<file path="config.mk">
export PLATFORM = sky130hd
export DESIGN_NAME = edge_walker
export DESIGN_NICKNAME = d
export VERILOG_FILES = /design/src/rtl/edge_walker.sv
export SDC_FILE = /design/constraint.sdc
export NUM_CORES = 2
export LEC_CHECK = 0
export BUFFER_PORTS_ARGS = -buffer_cell sky130_fd_sc_hd__buf_4
export CORE_UTILIZATION = 47
export CTS_CLUSTER_SIZE = 20
export DETAILED_ROUTE_END_ITERATION = 12
export PLACE_DENSITY_LB_ADDON = 0.2
export SYNTH_ARGS = -nofsm -noshare
export SYNTH_HDL_FRONTEND = slang
export SYNTH_SLANG_ARGS = --single-unit
</file>
<file path="constraint.sdc">
create_clock -name clock -period 7.07 [get_ports clock]
set_input_delay 1.414 -clock clock [delete_from_list [all_inputs] [get_ports clock]]
set_output_delay 1.414 -clock clock [all_outputs]
set_load 0.02 [all_outputs]
</file>
<file path="src/rtl/edge_walker.sv">
// edge_walker: steps the edge function e = a*x + b*y + c over an inclusive bounding box in
// row-major order, emitting one valid/ready handshaked record per pixel. The per-pixel cost is
// a single add: e grows by a along a row, and each new row restarts from row_e + b.
module edge_walker (
    input  logic               clock,
    input  logic               reset,
    input  logic               trigger,
    input  logic signed [17:0] a,
    input  logic signed [17:0] b,
    input  logic signed [17:0] c,
    input  logic        [9:0]  xmin,
    input  logic        [9:0]  xmax,
    input  logic        [9:0]  ymin,
    input  logic        [9:0]  ymax,
    output logic               busy,
    output logic               pix_valid,
    input  logic               pix_ready,
    output logic        [9:0]  pix_x,
    output logic        [9:0]  pix_y,
    output logic signed [31:0] pix_e,
    output logic               pix_inside,
    output logic               done
);

    typedef enum logic [2:0] {
        StIdle,
        StMul,
        StAdd,
        StWalk,
        StFin
    } state_e;

    state_e state_q, state_d;

    // Latched job parameters
    logic signed [17:0] a_q, a_d;
    logic signed [17:0] b_q, b_d;
    logic signed [17:0] c_q, c_d;
    logic        [9:0]  xmin_q, xmin_d;
    logic        [9:0]  xmax_q, xmax_d;
    logic        [9:0]  ymin_q, ymin_d;
    logic        [9:0]  ymax_q, ymax_d;

    // Products and walk state
    logic signed [31:0] prod_a_q, prod_a_d;
    logic signed [31:0] prod_b_q, prod_b_d;
    logic signed [31:0] e_q, e_d;
    logic signed [31:0] row_e_q, row_e_d;
    logic        [9:0]  x_q, x_d;
    logic        [9:0]  y_q, y_d;

    // 32-bit operands: coefficients sign-extended, coordinates zero-extended
    logic signed [31:0] a_ext, b_ext, c_ext, xmin_ext, ymin_ext;
    logic               accept;

    assign a_ext    = {{14{a_q[17]}}, a_q};
    assign b_ext    = {{14{b_q[17]}}, b_q};
    assign c_ext    = {{14{c_q[17]}}, c_q};
    assign xmin_ext = {22'd0, xmin_q};
    assign ymin_ext = {22'd0, ymin_q};
    assign accept   = (state_q == StWalk) && pix_ready;

    // Next-state and datapath update
    always_comb begin
        state_d  = state_q;
        a_d      = a_q;
        b_d      = b_q;
        c_d      = c_q;
        xmin_d   = xmin_q;
        xmax_d   = xmax_q;
        ymin_d   = ymin_q;
        ymax_d   = ymax_q;
        prod_a_d = prod_a_q;
        prod_b_d = prod_b_q;
        e_d      = e_q;
        row_e_d  = row_e_q;
        x_d      = x_q;
        y_d      = y_q;

        unique case (state_q)
            StIdle: begin
                if (trigger) begin
                    a_d     = a;
                    b_d     = b;
                    c_d     = c;
                    xmin_d  = xmin;
                    xmax_d  = xmax;
                    ymin_d  = ymin;
                    ymax_d  = ymax;
                    state_d = StMul;
                end
            end
            StMul: begin
                prod_a_d = a_ext * xmin_ext;
                prod_b_d = b_ext * ymin_ext;
                state_d  = StAdd;
            end
            StAdd: begin
                e_d     = prod_a_q + prod_b_q + c_ext;
                row_e_d = prod_a_q + prod_b_q + c_ext;
                x_d     = xmin_q;
                y_d     = ymin_q;
                // Empty box: no records, straight to the done pulse
                if ((xmin_q > xmax_q) || (ymin_q > ymax_q)) begin
                    state_d = StFin;
                end else begin
                    state_d = StWalk;
                end
            end
            StWalk: begin
                if (accept) begin
                    // Equality tests keep a 0..1023 box from wrapping the coordinates
                    if (x_q != xmax_q) begin
                        x_d = x_q + 10'd1;
                        e_d = e_q + a_ext;
                    end else if (y_q != ymax_q) begin
                        x_d     = xmin_q;
                        y_d     = y_q + 10'd1;
                        row_e_d = row_e_q + b_ext;
                        e_d     = row_e_q + b_ext;
                    end else begin
                        state_d = StFin;
                    end
                end
            end
            StFin: begin
                state_d = StIdle;
            end
            default: begin
                state_d = StIdle;
            end
        endcase
    end

    // State register with synchronous reset; reset abandons any walk in progress
    always_ff @(posedge clock) begin
        if (reset) begin
            state_q  <= StIdle;
            a_q      <= '0;
            b_q      <= '0;
            c_q      <= '0;
            xmin_q   <= '0;
            xmax_q   <= '0;
            ymin_q   <= '0;
            ymax_q   <= '0;
            prod_a_q <= '0;
            prod_b_q <= '0;
            e_q      <= '0;
            row_e_q  <= '0;
            x_q      <= '0;
            y_q      <= '0;
        end else begin
            state_q  <= state_d;
            a_q      <= a_d;
            b_q      <= b_d;
            c_q      <= c_d;
            xmin_q   <= xmin_d;
            xmax_q   <= xmax_d;
            ymin_q   <= ymin_d;
            ymax_q   <= ymax_d;
            prod_a_q <= prod_a_d;
            prod_b_q <= prod_b_d;
            e_q      <= e_d;
            row_e_q  <= row_e_d;
            x_q      <= x_d;
            y_q      <= y_d;
        end
    end

    // Outputs come straight from registers, so they hold while the consumer stalls
    always_comb begin
        busy       = (state_q != StIdle);
        pix_valid  = (state_q == StWalk);
        done       = (state_q == StFin);
        pix_x      = x_q;
        pix_y      = y_q;
        pix_e      = e_q;
        // Gated so the idle/reset value is 0 even though e_q = 0 there
        pix_inside = (state_q == StWalk) && !e_q[31];
    end

endmodule

</file>
==> key figures <==
Synth
  – Top_reg_cell synth: dfxtp_1
  – Fraction of registers with async set/reset: 0%
  – Largest cells by area after synthesis: fa_1 25%, dfxtp_1 17%, ha_1 11%, nand2_1 7.8%, inv_1 6.3%
  – Post-synthesis cell count: 3575
  – Yosys top cell area share: 24.52%
  – Cell Area, Synth: 28910 um2
  – Post-Syn Nets: around 4300
  – Syn Area/Cell: between 8 and 9 um2
  – Yosys cell types: 79
  – Syn. warnings: 0
  – Yosys reg bits: 239
  – Synth area leader: fa_1
  – Post-synthesis sequential area ratio: roughly 17%
  – Post-synth EDFFs: 0

STA
  – Clock skew: between 30 and 40 ps
  – Max-slew headroom: 30.41%
  – Worst Setup Slack, final: 921.0 ps
  – Max Fclk: between 0.15 and 0.2 GHz
  – Period Utilization, post-route: 86.97%
  – Worst Max-Slew Pin Slew: 1035 ps
  – Slew Limit Fails: 0
  – Tmin final: a little over 6000 ps
  – Final Hold Fails: 0
  – Final setup viols: 0
  – Unrepaired setup endpoints after global routing: no
  – Setup TNS: 0 ps

Pwr
  – Leak: between 0.015 and 0.02 uW
  – Power Total: 6223 uW
  – Power Density: about 200 nW/um2
  – VDD IR-drop max: 182.6 uV

Clock tree
  – Clk sinks: 239
  – CTS Hold Bufs: 0
  – Worst-path clk slew: 60 ps
  – Post-CTS Setup Inserts: 0
  – CTS root buf: clkbuf_16
  – Worst-Skew Late Latency: 580 ps
  – Clock Path Buffers: 3
  – Post-cts repair resize count: 0
  – Max H-tree Level: 1
  – TritonCTS buffer count: 29
  – CTS tree: done

Layout
  – FILL cells: 5858
  – Diode count: 0
  – Nets: around 4300
  – Ratio of cells with drive above 1 in the final layout: ~7.6%
  – Layout area overhead: 9.588%

Die
  – I/O pin count: between 150 and 200
  – Die Area: between 60000 and 70000 um2
  – Initial Util: between 40% and 50%
  – Std cell rows: 90
  – Chip height: 250 um
  – Core Region: 60580 um2
  – Die Wd: ~250 um

Job
  – Max-cap violations: 0

Detailed routing
  – Vias: around 25000
  – First drt pass iteration count: 5
  – Post-DRT Antenna Nets: 0
  – Residual DRC: 0
  – Final WL: about 85000 um
  – Initial DRC Count: 1828
  – Routed len/inst: roughly 19 um
  – Vias per inst: roughly 5.6

Place
  – Post-Place Setup Slack: 953.6 ps
  – Detailed placer's ending HPWL: 66710 um
  – Port Buf Inserts: approximately 150
  – Final GP Congestion: 0.9375

Global routing
  – Overall global routing resource usage: ~28%
  – Largest net degree at the start of global routing: 84
  – GRT overflow: 0
  – Global-route wire length before repair: ~140000 um
  – Vias in the first global route: 24360
  – Initial antenna violation count: 2

Critical path
  – Crit path max fanout: 15
  – Reg2Reg Setup Slack: 920 ps
  – R2R depth: 19
  – Timing endpoint of the critical path: prod_a_q[30]
  – Worst r2r src: xmin_q[3]
  – Worst setup path startpoint: xmin_q[3]
  – Arr. time, crit path: 6610 ps
  – CP Class: flip-flop to flip-flop
  – Crit. End Element: flip-flop
  – Critical Path RT: roughly 7500 ps
  – R2r endpoint: prod_a_q[30]
  – Worst Setup Start Kind: flip-flop

Worst hold path
  – Hold Path Class: flip-flop to flip-flop

Outcome
  – Status: finished, final reports clean
## how the worst min path moves through the flow
stage | start | to | slack, ps | depth (start not counted)
after detailed placement | prod_a_q[0] | prod_a_q[0] | 450 | 2
after CTS | prod_a_q[0] | prod_a_q[0] | 460 | 2
after floorplan | prod_a_q[0] | prod_a_q[0] | 430 | 2
after global routing | prod_a_q[0] | prod_a_q[0] | 480 | 2
after global placement | row_e_q[13] | row_e_q[13] | 440 | 2
final | prod_a_q[0] | prod_a_q[0] | 460 | 2
## layout make-up
type | instances | area (um2) | area share, %
Clock buffer | 37 | 785.8 | 2.480
Multi-Input combinational cell | 2666 | 21630 | 68.28
Inverter | 482 | 1809 | 5.711
Timing Repair Buffer | 197 | 1485 | 4.688
Clock inverter | 15 | 205.2 | 0.6478
Sequential cell | 239 | 4785 | 15.10
Tap cell | 782 | 978.4 | 3.089
## cell usage after synthesis (10+ instances only)
cell      count
nand2_1     602
nor2b_1      15
fa_1        354
a211oi_1     55
o211ai_1     24
xnor2_1      87
ha_1        243
nor3b_1      12
o21a_1       28
nand4_1      20
a31oi_1      26
a311oi_1     22
nand3b_1     11
xor2_1       54
and3_1       31
inv_1       482
o21ai_0     107
nand2b_1     23
and2_1      167
a21o_1       67
buf_1        10
nand3_1      33
o31ai_1      11
o21bai_1     15
a21oi_1     304
nor3_1       36
dfxtp_1     239
mux2i_1      10
clkbuf_1    171
nor2_1      171
## cells in the final DEF (no fill, tap or decap), types with 6 or more instances in the layout
cell       netlist  layout
nand3b_1        11      11
a311oi_1        22      22
or2_2            6       6
xnor2_1         87      87
o31ai_1         11      11
dfxtp_1        239     239
o21a_1          28      28
a211oi_1        55      55
or3_1            9       8
and3_1          31      31
a2111oi_0        7       7
nand4_1         20      20
nand2_1        602     600
a41oi_1          6       6
buf_4            0     196
nor2b_1         15      15
o21ai_0        107     107
o211ai_1        24      24
xor2_1          54      54
and2_1         167     165
ha_1           243     243
nor3_1          36      35
a21oi_1        304     303
nor3b_1         12      12
nand2b_1        23      23
inv_1          482     481
nor2_1         171     171
mux2i_1         10      10
a31oi_1         26      26
nand3_1         33      33
o21bai_1        15      15
a21boi_0         9       9
a21o_1          67      67
clkbuf_16        0      29
a211o_1          9       9
fa_1           354     354
## cell families (layout without fill, tap and decap cells)
family          after synthesis  after routing  share of synthesized area, %
compound gates              757            757                         16.62
xor+xnor                    141            141                         4.272
fa+ha+maj                   597            597                         35.03
buf+inv                     670            731                         8.731
flops                       239            239                         16.55
mux                          13             13                        0.4631
simple gates               1158           1158                         18.33
## routing by layer
layer | wire length (um) | vias to the layer above | GRT usage (%)
met4 | 2580 | 0 | 7.975
li1 | - | 11790 | -
met3 | 6577 | 123 | 5.236
met2 | 37680 | 778 | 43.10
met1 | 38060 | 12050 | 38.72
met5 | 0 | - | 0
## critical path: stages, from the launching register on
cell and delay (ps):
dfxtp_1 710, nand2_1 160, fa_1 530, fa_1 520, inv_1 50, fa_1 500
fa_1 500, inv_1 60, fa_1 480, inv_1 50, ha_1 330, and3_1 210
and3_1 170, and3_1 160, o41a_1 410, o31a_1 380, a221oi_2 340, a21oi_1 130
xnor2_1 130, a211oi_1 220
## flip-flops by register name (all words and copies together) (netlist names), 18 cells and up
| register | count |
|---|---|
| a_q | 18 |
| prod_a_q | 29 |
| b_q | 18 |
| prod_b_q | 29 |
| row_e_q | 32 |
| pix_e | 32 |
| c_q | 18 |
## through the flow
stage	utilization [%]	cells	hold WS, ps	instance area (um2)
detailed placement	50.65	4366	449.6	30690
global route	52.29	4418	483.2	31680
CTS	52.29	4418	456.1	31680
finish	52.29	4418	458.0	31680
global placement	50.65	4366	443.4	30690
floorplan	-	3575	431.9	28910
## report_power, final
group / total, uW / switching [uW] / internal (uW)
registers: 1860 / 339 / 1530
clock network: 1590 / 658 / 934
logic: 2770 / 1760 / 1000
No activity file was read; power rests on OpenSTA's default activity.
